File: src/rtl/button_conditioner.sv
// Conditions the five raw board push-buttons: 2-FF synchronizer, counter debounce,
// debounced level, one-cycle press strobe and optional auto-repeat per button.
module button_conditioner #(
    parameter int          DEBOUNCE_CYCLES = 4,
    parameter int          REPEAT_DELAY    = 8,
    parameter int          REPEAT_PERIOD   = 4,
    parameter logic [4:0]  REPEAT_MASK     = 5'b01010
) (
    input  logic       clk,
    input  logic       rst,
    input  logic       CENTER,
    input  logic       UP,
    input  logic       LEFT,
    input  logic       DOWN,
    input  logic       RIGHT,
    output logic [4:0] btn_level,
    output logic [4:0] btn_press,
    output logic       any_press
);

    localparam int DCW     = (DEBOUNCE_CYCLES > 1) ? $clog2(DEBOUNCE_CYCLES) : 1;
    localparam int REP_MAX = (REPEAT_DELAY > REPEAT_PERIOD) ? REPEAT_DELAY : REPEAT_PERIOD;
    localparam int RCW     = (REP_MAX > 1) ? $clog2(REP_MAX) : 1;

    localparam logic [DCW-1:0] DB_LAST     = DCW'(DEBOUNCE_CYCLES - 1);
    localparam logic [RCW-1:0] DELAY_LAST  = RCW'((REPEAT_DELAY > 0) ? REPEAT_DELAY - 1 : 0);
    localparam logic [RCW-1:0] PERIOD_LAST = RCW'((REPEAT_PERIOD > 0) ? REPEAT_PERIOD - 1 : 0);
    localparam logic [4:0]     REPEAT_EN   = (REPEAT_DELAY > 0) ? REPEAT_MASK : 5'b00000;

    logic [4:0]     w_raw;
    logic [4:0]     r_sync1;
    logic [4:0]     r_sync2;
    logic [DCW-1:0] r_dbCnt    [5];
    logic [RCW-1:0] r_repCnt   [5];
    logic [4:0]     r_repPhase;

    logic [4:0]     w_dbDone;
    logic [4:0]     w_rise;
    logic [4:0]     w_fall;
    logic [4:0]     w_repHit;
    logic [4:0]     w_pressNext;
    logic [RCW-1:0] w_repLimit [5];

    assign w_raw = {RIGHT, DOWN, LEFT, UP, CENTER};

    // A level change is accepted on the edge where the counter has seen the
    // new value for DEBOUNCE_CYCLES edges; repeat strobes are suppressed on that
    // same edge when the level is falling.
    always_comb begin
        w_dbDone    = '0;
        w_rise      = '0;
        w_fall      = '0;
        w_repHit    = '0;
        w_pressNext = '0;
        for (int i = 0; i < 5; i++) begin
            w_repLimit[i]  = r_repPhase[i] ? PERIOD_LAST : DELAY_LAST;
            w_dbDone[i]    = (r_sync2[i] != btn_level[i]) && (r_dbCnt[i] == DB_LAST);
            w_rise[i]      = w_dbDone[i] && r_sync2[i];
            w_fall[i]      = w_dbDone[i] && !r_sync2[i];
            w_repHit[i]    = REPEAT_EN[i] && btn_level[i] && !w_fall[i]
                             && (r_repCnt[i] == w_repLimit[i]);
            w_pressNext[i] = w_rise[i] || w_repHit[i];
        end
    end

    always_ff @(posedge clk) begin
        if (rst) begin
            r_sync1    <= '0;
            r_sync2    <= '0;
            r_repPhase <= '0;
            btn_level  <= '0;
            btn_press  <= '0;
            any_press  <= 1'b0;
            for (int i = 0; i < 5; i++) begin
                r_dbCnt[i]  <= '0;
                r_repCnt[i] <= '0;
            end
        end else begin
            r_sync1   <= w_raw;
            r_sync2   <= r_sync1;
            btn_press <= w_pressNext;
            any_press <= |w_pressNext;
            for (int i = 0; i < 5; i++) begin
                if (r_sync2[i] == btn_level[i]) begin
                    r_dbCnt[i] <= '0;
                end else if (r_dbCnt[i] == DB_LAST) begin
                    btn_level[i] <= r_sync2[i];
                    r_dbCnt[i]   <= '0;
                end else begin
                    r_dbCnt[i] <= r_dbCnt[i] + 1'b1;
                end

                // Repeat counter reloads on every strobe, so it can never wrap.
                if (!btn_level[i] || w_fall[i] || !REPEAT_EN[i]) begin
                    r_repCnt[i]   <= '0;
                    r_repPhase[i] <= 1'b0;
                end else if (r_repCnt[i] == w_repLimit[i]) begin
                    r_repCnt[i]   <= '0;
                    r_repPhase[i] <= 1'b1;
                end else begin
                    r_repCnt[i] <= r_repCnt[i] + 1'b1;
                end
            end
        end
    end

endmodule
File: config.mk
export PLATFORM = sky130hd
export DESIGN_NAME = button_conditioner
export DESIGN_NICKNAME = d
export VERILOG_FILES = /design/src/rtl/button_conditioner.sv
export SDC_FILE = /design/constraint.sdc
export NUM_CORES = 1
export LEC_CHECK = 0
export ABC_AREA = 1
export CAP_MARGIN = 20
export CELL_PAD_IN_SITES_DETAIL_PLACEMENT = 2
export CELL_PAD_IN_SITES_GLOBAL_PLACEMENT = 2
export CORE_AREA = 2 2 71 73
export CTS_CLUSTER_SIZE = 40
export DETAILED_ROUTE_END_ITERATION = 8
export DIE_AREA = 0 0 73 75
export DONT_BUFFER_PORTS = 1
export GPL_TIMING_DRIVEN = 0
export PLACE_DENSITY_LB_ADDON = 0.1
export SKIP_CTS_REPAIR_TIMING = 1
export SYNTH_ARGS = -nofsm -noshare
export SYNTH_HDL_FRONTEND = slang
export SYNTH_SLANG_ARGS = --single-unit
File: constraint.sdc
create_clock -name clk -period 1.3 [get_ports clk]
set_clock_uncertainty 0.15 [all_clocks]
set_input_delay 0.13 -clock clk [delete_from_list [all_inputs] [get_ports clk]]
set_output_delay 0.13 -clock clk [all_outputs]
set_load 0.03 [all_outputs]
==> flow_summary.yaml <==
logic_synthesis:
  synth_enable_flop_cells: 16
  synthFlopType: "sky130_fd_sc_hd__dfxtp_1"
  synthesis.area_per_instance_um2: 9.67
  synth.ff_latch_count: 39
  synth_sequential_area_ratio_pct: 59.0
  synth_most_common_cell: "sky130_fd_sc_hd__nor2_1"
  synth_warnings: 0
  yosys.area.top_type_share_pct: 30.1
  synth_top_cells_by_count: "33 x sky130_fd_sc_hd__nor2_1, 30 x sky130_fd_sc_hd__inv_1, 23 x sky130_fd_sc_hd__dfxtp_1"
  async_flop_share_pct: 0
  post_synthesis_instance_area_um2: 1600
  ys_top_cells_by_area: "sky130_fd_sc_hd__edfxtp_1 30%, sky130_fd_sc_hd__dfxtp_1 29%, sky130_fd_sc_hd__nor2_1 7.8%, sky130_fd_sc_hd__inv_1 7.1%, sky130_fd_sc_hd__ha_1 5.5%"
  yosys.area.top_type: "sky130_fd_sc_hd__edfxtp_1"
  syn_inst: 165
  synth.distinct_cells: 25
die:
  core_area_um2: 4660
  die_w_um: 73
  floorplan.die_area_um2: 5480
  ios: 18
  floorplan.die.height_um: 75
  starting_density_of_the_core_pct: 34.2
  placement_rows: 25
hold_path:
  worst_hold_path_type: "input pin to register"
sta:
  timing.fmax_mhz: 696
  setup_viol_count_final: 9
  fin_hold_ws_ns: 0.00175
  tns_ns: -0.384
  layout_worst_path_cycle_share_pct: 111
  setup_repair_after_global_routing_missed_its_margin: "yes"
  hold_viol_final: 0
  setup_ws_ns: -0.137
  layout_min_cycle_time_ns: 1.44
  finalMaxSlewViolations: 0
drt:
  vias: 1144
  routed_wl_um: 3350
  first_iter_violations: 20
  ant_nets: 0
  drc: 0
  drt-pass1-iter-count: 2
  routedWlPerCell_um: 13.2
  via_per_inst: 4.50
clock_network:
  clock_insertion_delay_at_the_later_pin_of_the_skew_report_ns: 0.29
  clock_root_buffer: "sky130_fd_sc_hd__clkbuf_8"
  numClockSinks: 39
  cts_inserted_buffers: 5
  tritoncts: "yes"
  clk_transition_reported_paths_ns: 0.08
  max-clock-path-buffers: 2
  ctsHtreeMaxLevel: 2
final_layout:
  nets_final: 213
  synthToLayoutAreaGrowth_pct: 24.2
  drive_above_1_share_pct: 20.5
  antenna_cells: 0
  num-fill-cells: 514
  finish.cell_count_without_fillers: 254
  final_core_util_pct: 42.5
critical_path:
  critical_path_peak_fanout: 3
  worst_path_slowest_cell: "sky130_fd_sc_hd__edfxtp_1"
  worst_path_largest_cell_delay_ns: 0.41
  crit_path_start_kind: "register"
  critPathArrivalTime_ns: 1.43
  criticalPathCategory: "register to register"
  worstSetupEndpointType: "register"
  critical_path_required_ns: 1.29
  timing.critical_path.cells: "ha_2, inv_2, o21ai_4, nor2_4, nand2_2, nor3_2"
power_and_ir_drop:
  power.ir.vdd_worst_mv: 0.579
  power.static_leakage_uw: 0.000902
  power.density_nw_per_um2: 1200
global_route:
  grtUsageTotal_pct: 13.5
  use_met3_pct: 3.61
  met2_usage_pct: 25.1
  grt_max_degree: 12
  grt_antenna_before_repair: 0
  grt_pass1_wl_um: 5460
  top_usage_layer: "met2"
  grt_pass1_vias: 1280
  grt_remaining_overflow: 0
  grt_util_met1_pct: 13.7
run:
  max_cap_viol_count: 0
placed_design:
  gpl.final_weighted_congestion: 0.733
  dp.final_hpwl_um: 2440
  placed_cells_incl_taps: 234
  dp_slack_ns: -0.181
  port_buffers: 0
status:
  run_status: "complete, but fails checks"
  failed_checks: "negative setup slack"
[power breakdown]
group	switching, uW	internal [uW]	total, uW
registers	30.2	1310	1340
logic	73.6	56.3	130
clock network	421	484	905
[metrics by stage]
step,total power [uW],instance area (um2)
detailed placement,1470,1720
global route,2520,1980
CTS,2380,1820
finish,2380,1980
global placement,1460,1720
floorplan,1440,1660
[path summary, 6_finish.rpt]
kind / start / end / slack (ns) / cells after the start
worst max register to register: r_dbCnt[1][0] / r_repCnt[1][2] / -0.14 / 6
worst max-delay path: r_dbCnt[1][0] / r_repCnt[1][2] / -0.14 / 6
worst min register to register: r_sync1[1] / r_sync2[1] / 0.26 / 2
worst min-delay path: rst / r_sync2[3] / 0.002 / 3
[cell families after synthesis]
group	share of synthesized area, %
buffers and inverters	8.71
adder cells (fa/ha/maj)	5.49
AND/OR/NAND/NOR	20.4
AO/OA/AOI/OAI	4.55
XOR/XNOR	1.65
flip-flops	59.0
other	0.235
[routing by layer]
| layer | vias to the layer above | wire, um |
|---|---|---|
| met5 | - | 0 |
| met4 | 0 | 70 |
| met3 | 8 | 115 |
| met2 | 18 | 1790 |
| met1 | 551 | 1370 |
| li1 | 567 | - |
[flip-flops by register name, indices dropped and copies added (netlist names)]
register,count
any_press,1
btn_level,5
btn_press,5
r_dbCnt,10
r_repCnt,6
r_repPhase,2
r_sync1,5
r_sync2,5
[worst max-delay path, delay by kind of cell (launching register included)]
family	cells	cell delay (ns)
flops	1	0.41
simple gates	3	0.37
fa+ha+maj	1	0.21
buf+inv	1	0.08
compound gates	1	0.07
[cells in the final DEF, fill, tap and decap left out, drive strengths merged, types with 6 or more instances in the layout]
master,count
a21oi,6
buf,7
clkbuf,8
conb,16
dfxtp,23
dlygate4sd3,7
edfxtp,16
ha,7
inv,32
nand2,16
nand3,11
nor2,34
[area by class of cell]
| cell class | instances | area [um2] | share of cell area [%] |
|---|---|---|---|
| plain buffers | 2 | 18.8 | 0.948 |
| multi-input cells | 107 | 619 | 31.3 |
| flip-flops and latches | 39 | 947 | 47.8 |
| inverters | 32 | 120 | 6.06 |
| clock buffers | 8 | 100 | 5.05 |
| well taps | 54 | 67.6 | 3.41 |
| repair buffers | 12 | 108 | 5.43 |
No activity file was read; power rests on OpenSTA's default activity.
==> RTL edit 1 (same settings) <==
The parameter `REPEAT_PERIOD` goes from 4 to 16.
--- a/src/rtl/button_conditioner.sv
+++ b/src/rtl/button_conditioner.sv
@@ -5,3 +5,3 @@
     parameter int          REPEAT_DELAY    = 8,
-    parameter int          REPEAT_PERIOD   = 4,
+    parameter int          REPEAT_PERIOD   = 16,
     parameter logic [4:0]  REPEAT_MASK     = 5'b01010
Check against the original RTL: no difference found for any inputs over 10 cycles, from zero or initial values and one cycle with rst high; that may be too few to reach the edited logic, so the function may still have changed.
==> RTL edit 1 against the original RTL <==
The run still ends with setup timing left. Count of clock-buffer cells in the layout decreased by 2. Combinational power is 12% higher. Wire length increased by 1.0%. Fmax is 4.4% higher. Hold slack improved by 0.10 ns. Cell area rose by 9.3%. Critical path depth did not move. Setup slack gained 0.060 ns. Highest routed layer unchanged. Sequential share of layout area shrank 1.3 points. Total power is 0.67% lower. Sequential cell count up 2. Via count up 4.1%. Synthesized area is 4.7% higher.
==> RTL edit 1: results (changes against the original RTL) <==
----------------------------------------------------
[Status]
  Result of the run ... finished with violations (unchanged)
  Violated checks ... setup timing (unchanged)

[Logic synthesis]
  Adder and majority gate portion of the synthesized area ... 0.0524 (was 0.0549)
  Number of flops mapped to enable cells by yosys ... 18 (was 16)
  Cell types with the highest counts after synthesis ... sky130_fd_sc_hd__nor2_1 (33), sky130_fd_sc_hd__inv_1 (32), sky130_fd_sc_hd__dfxtp_1 (23) (was sky130_fd_sc_hd__nor2_1 (33), sky130_fd_sc_hd__inv_1 (30), sky130_fd_sc_hd__dfxtp_1 (23))
  Average size of a mapped cell ... 9.83 sq um (was 9.67 sq um)
  Post-synthesis xor/xnor area fraction ... 0.0419 (was 0.0165)
  Part of the Yosys area used for sequential elements ... 0.599 (was 0.590)

[Global route]
  Number of global-route vias before repair ... 1264 (was 1280)
  Largest net degree at the start of global routing ... 13 (was 12)
  Global routing met2 resource utilization ... 0.256 (was 0.251)
  Met1 Track Usage GR ... 0.138 (was 0.137)
  Global-route wire length before repair ... 5.60 mm (was 5.46 mm)
  Total Routing Usage GR ... 0.138 (was 0.135)

[Finish]
  Final-stage net count ... 222 (was 213)
  Share of final-layout standard cells stronger than drive strength 1 ... 0.292 (was 0.205)

[Placement]
  Post-DP HPWL ... 2.48 mm (was 2.44 mm)
  Placement-stage worst setup slack ... -0.170 ns (was -0.181 ns)
  Placer Congestion ... 0.657 (was 0.733)

[Pwr]
  Leakage power ... 0.970 nW (was 0.902 nW)

[Setup path]
  Stage delay of the slowest cell on the critical path ... 0.39 ns (was 0.41 ns)
  Arrival time of the worst setup path ... 1.28 ns (was 1.43 ns)
  Reg2Reg Capture Point ... r_repCnt[1][0] (was r_repCnt[1][2])

[Timing]
  Worst hold slack ... 0.102 ns (was 0.00175 ns)
  Setup slack after layout ... -0.0766 ns (was -0.137 ns)
  Setup violation total in the final timing report ... 9 (unchanged)

[Route]
  Routed length per instance ... 12.9 microns (was 13.2 microns)
  Avg Vias per Cell ... 4.53 (was 4.50)

----------------------------------------------------
==> RTL edit 1: through the flow <==
stage	area, sq um	TNS [ns]
detailed placement	1810	-1.32
global route	2160	-1.36
global placement	1810	-0.670
finish	2160	-0.592
floorplan	1750	0
CTS	1900	-1.57
==> RTL edit 1: tightest hold or removal path: stages <==
cell,delay (ns)
sky130_fd_sc_hd__clkinv_1,0.21
sky130_fd_sc_hd__nand2_1,0.11
sky130_fd_sc_hd__nand2_1,0.07
==> RTL edit 1: worst max path at each step <==
stage,start,slack (ns),endpoint
2_1_floorplan,r_repCnt[1][0],0.0007,any_press
3_3_place_gp,r_repCnt[1][0],-0.14,any_press
3_5_place_dp,r_repCnt[1][0],-0.17,any_press
4_1_cts,r_repCnt[1][0],-0.19,any_press
5_1_grt,r_dbCnt[1][0],-0.14,r_repCnt[1][2]
6_report,r_dbCnt[1][0],-0.08,r_repCnt[1][0]
==> RTL edit 1: cell families after synthesis <==
kind of cell	after synthesis
DFF	41
xor gates and xnor gates	8
buffers and inverters	35
adders and majority gates	7
and+or+nand+nor	66
other	1
AOI/OAI and AO/OA	12
==> RTL edit 1: cell type report <==
class	count	area, sq um
fillers	486	2500
flip-flops and latches	41	1010
multi-input cells	111	746
inverters	33	129
repair buffers	14	120
clock buffers	6	72.6
well taps	54	67.6
plain buffers	2	12.5
clock inverters	2	10.0
==> RTL edit 1: metal layers <==
metal | part of all wire | wire, microns
met1 | 0.39 | 1320
met2 | 0.55 | 1880
met3 | 0.040 | 137
met4 | 0.016 | 53
met5 | 0 | 0
==> RTL edit 1: power breakdown <==
group	total [mW]	leakage, nW	internal (mW)	switching [mW]
sequential	1.42	0.376	1.39	0.0375
clock	0.792	0.0450	0.372	0.420
combinational	0.145	0.549	0.0622	0.0829
total	2.36	0.970	1.82	0.540
==> RTL edit 2 (same flow settings) <==
Without the edit above. Put one more register stage on the output `btn_level`, with the module's reset. The value now appears one clock later. The other outputs are not delayed to match.
--- a/src/rtl/button_conditioner.sv
+++ b/src/rtl/button_conditioner.sv
@@ -29,2 +29,4 @@
 
+    logic [4:0] btn_level_s0;
+
     logic [4:0]     w_raw;
@@ -56,6 +58,6 @@
             w_repLimit[i]  = r_repPhase[i] ? PERIOD_LAST : DELAY_LAST;
-            w_dbDone[i]    = (r_sync2[i] != btn_level[i]) && (r_dbCnt[i] == DB_LAST);
+            w_dbDone[i]    = (r_sync2[i] != btn_level_s0[i]) && (r_dbCnt[i] == DB_LAST);
             w_rise[i]      = w_dbDone[i] && r_sync2[i];
             w_fall[i]      = w_dbDone[i] && !r_sync2[i];
-            w_repHit[i]    = REPEAT_EN[i] && btn_level[i] && !w_fall[i]
+            w_repHit[i]    = REPEAT_EN[i] && btn_level_s0[i] && !w_fall[i]
                              && (r_repCnt[i] == w_repLimit[i]);
@@ -70,3 +72,3 @@
             r_repPhase <= '0;
-            btn_level  <= '0;
+            btn_level_s0 <= '0;
             btn_press  <= '0;
@@ -83,6 +85,6 @@
             for (int i = 0; i < 5; i++) begin
-                if (r_sync2[i] == btn_level[i]) begin
+                if (r_sync2[i] == btn_level_s0[i]) begin
                     r_dbCnt[i] <= '0;
                 end else if (r_dbCnt[i] == DB_LAST) begin
-                    btn_level[i] <= r_sync2[i];
+                    btn_level_s0[i] <= r_sync2[i];
                     r_dbCnt[i]   <= '0;
@@ -93,3 +95,3 @@
                 // Repeat counter reloads on every strobe, so it can never wrap.
-                if (!btn_level[i] || w_fall[i] || !REPEAT_EN[i]) begin
+                if (!btn_level_s0[i] || w_fall[i] || !REPEAT_EN[i]) begin
                     r_repCnt[i]   <= '0;
@@ -106,2 +108,10 @@
 
+    always_ff @(posedge clk) begin
+        if (rst) begin
+            btn_level <= '0;
+        end else begin
+            btn_level <= btn_level_s0;
+        end
+    end
+
 endmodule
Formal check against the unedited RTL: not equivalent (Yosys sat finds a counterexample within 10 cycles, from zero or initial values and one cycle with rst high).
==> RTL edit 2 against the original RTL <==
The flow finishes with violations (hold timing, setup timing). Sequential cell count is 5 higher. Combinational power is 30% higher. Setup slack better by 0.12 ns. Wire length is 14% higher. Core utilization is 4.1 points higher. Cell area is 9.7% higher. Synthesized area is 4.3% higher. Sequential share of layout area is 0.078 points higher. Total power is 7.1% higher. Die area stayed put. Synthesized cell count is 7.3% higher. Clock power is 3.4% lower. Largest power group unchanged. Highest routed layer unchanged.
==> RTL edit 2: results (changes against the original RTL) <==
----------------------------------------------------
[Status]
  Result of the run ... finished with violations (unchanged)
  Violated checks ... hold timing, setup timing (was setup timing)

[Setup path]
  CP Capture Point ... r_repCnt[3][2] (was r_repCnt[1][2])
  Crit Reg-Reg Startpoint ... r_dbCnt[3][0] (was r_dbCnt[1][0])
  Arrival time of the worst setup path ... 1.32 ns (was 1.43 ns)

[Timing]
  Setup violation total in the final timing report ... 2 (was 9)
  Fin Setup TNS ... -0.0266 ns (was -0.384 ns)
  Final Hold Fails ... 10 (was 0)
  Setup slack after layout ... -0.0146 ns (was -0.137 ns)
  Worst hold slack ... -0.243 ns (was 0.00175 ns)

[Pwr]
  P_clk ... 874 uW (was 905 uW)
  Switching pwr ... 576 uW (was 524 uW)
  Sequential power share ... 0.590 (was 0.564)

[Global route]
  Global-route wire length before repair ... 5.66 mm (was 5.46 mm)
  Number of global-route vias before repair ... 1297 (was 1280)
  Met3 global-route usage ... 0.0442 (was 0.0361)
  Global routing met2 resource utilization ... 0.273 (was 0.251)

[Route]
  Length of the first detailed-routing pass in iterations ... 3 (was 2)
  Starting DRT DRC Count ... 25 (was 20)

[Logic synthesis]
  Cell types occupying the most area after synthesis ... sky130_fd_sc_hd__dfxtp_1 (34%), sky130_fd_sc_hd__edfxtp_1 (29%), sky130_fd_sc_hd__nor2_1 (7.9%) (was sky130_fd_sc_hd__edfxtp_1 (30%), sky130_fd_sc_hd__dfxtp_1 (29%), sky130_fd_sc_hd__nor2_1 (7.8%))
  Fraction of the mapped netlist area in compound gates ... 0.0361 (was 0.0455)
  Adder and majority gate portion of the synthesized area ... 0.0526 (was 0.0549)
  Part of the Yosys area used for sequential elements ... 0.626 (was 0.590)
  Post-synthesis xor/xnor area fraction ... 0.0158 (was 0.0165)

[Finish]
  Count of fill cells added during filler insertion ... 503 (was 514)
  Area of all placed cells without fillers ... 2170 sq um (was 1980 sq um)

[Placement]
  Post-detailed-placement cell area ... 1790 sq um (was 1720 sq um)
  Post-DP HPWL ... 2.55 mm (was 2.44 mm)

----------------------------------------------------
[RTL edit 2: changes by cell type in the layout (fill, tap and decap cells not counted), sizes merged]
cell,change
clkinv,+2
nor2,+1
o21a,-1
o21ai,+2
nand3,+3
nand2,+5
clkbuf,-2
inv,+3
nand3b,-4
dlygate4sd3,+2
buf,+2
or2,+1
nor3,-3
dfxtp,+5
[RTL edit 2: cells by family after synthesis]
logic type	after synthesis
other	1
flip-flops	44
AND/OR/NAND/NOR	73
XOR/XNOR	3
buffers and inverters	37
AO/OA/AOI/OAI	12
adder cells (fa/ha/maj)	7
[RTL edit 2: layer usage]
| metal | share of wire | up-vias |
|---|---|---|
| met5 | 0 | - |
| met3 | 0.030 | 7 |
| met1 | 0.37 | 598 |
| met2 | 0.58 | 19 |
| met4 | 0.019 | 0 |
| li1 | - | 608 |
[RTL edit 2: per-stage QoR]
| stage | cells | power (mW) | worst slack (ns) |
|---|---|---|---|
| floorplan | 192 | 1.60 | 0.0107 |
| global placement | 246 | 1.62 | -0.0835 |
| detailed placement | 246 | 1.63 | -0.135 |
| CTS | 254 | 2.51 | -0.164 |
| global route | 270 | 2.67 | -0.0817 |
| finish | 270 | 2.54 | -0.0146 |
[RTL edit 2: final cells by class]
type	instances	area [sq um]	area share
tap	54	67.6	0.0311
clock inverter	2	10.0	0.00461
timing repair buffer	16	143	0.0656
inverter	35	131	0.0604
buffer	2	15.0	0.00691
clock buffer	6	82.6	0.0380
multi-input combinational	111	683	0.314
sequential	44	1040	0.479
[RTL edit 2: critical path, stage by stage, from the launching register on]
cell and delay, ns:
sky130_fd_sc_hd__edfxtp_1 0.44, sky130_fd_sc_hd__ha_4 0.21, sky130_fd_sc_hd__a21oi_4 0.16, sky130_fd_sc_hd__nand3_4 0.11, sky130_fd_sc_hd__a21oi_2 0.11
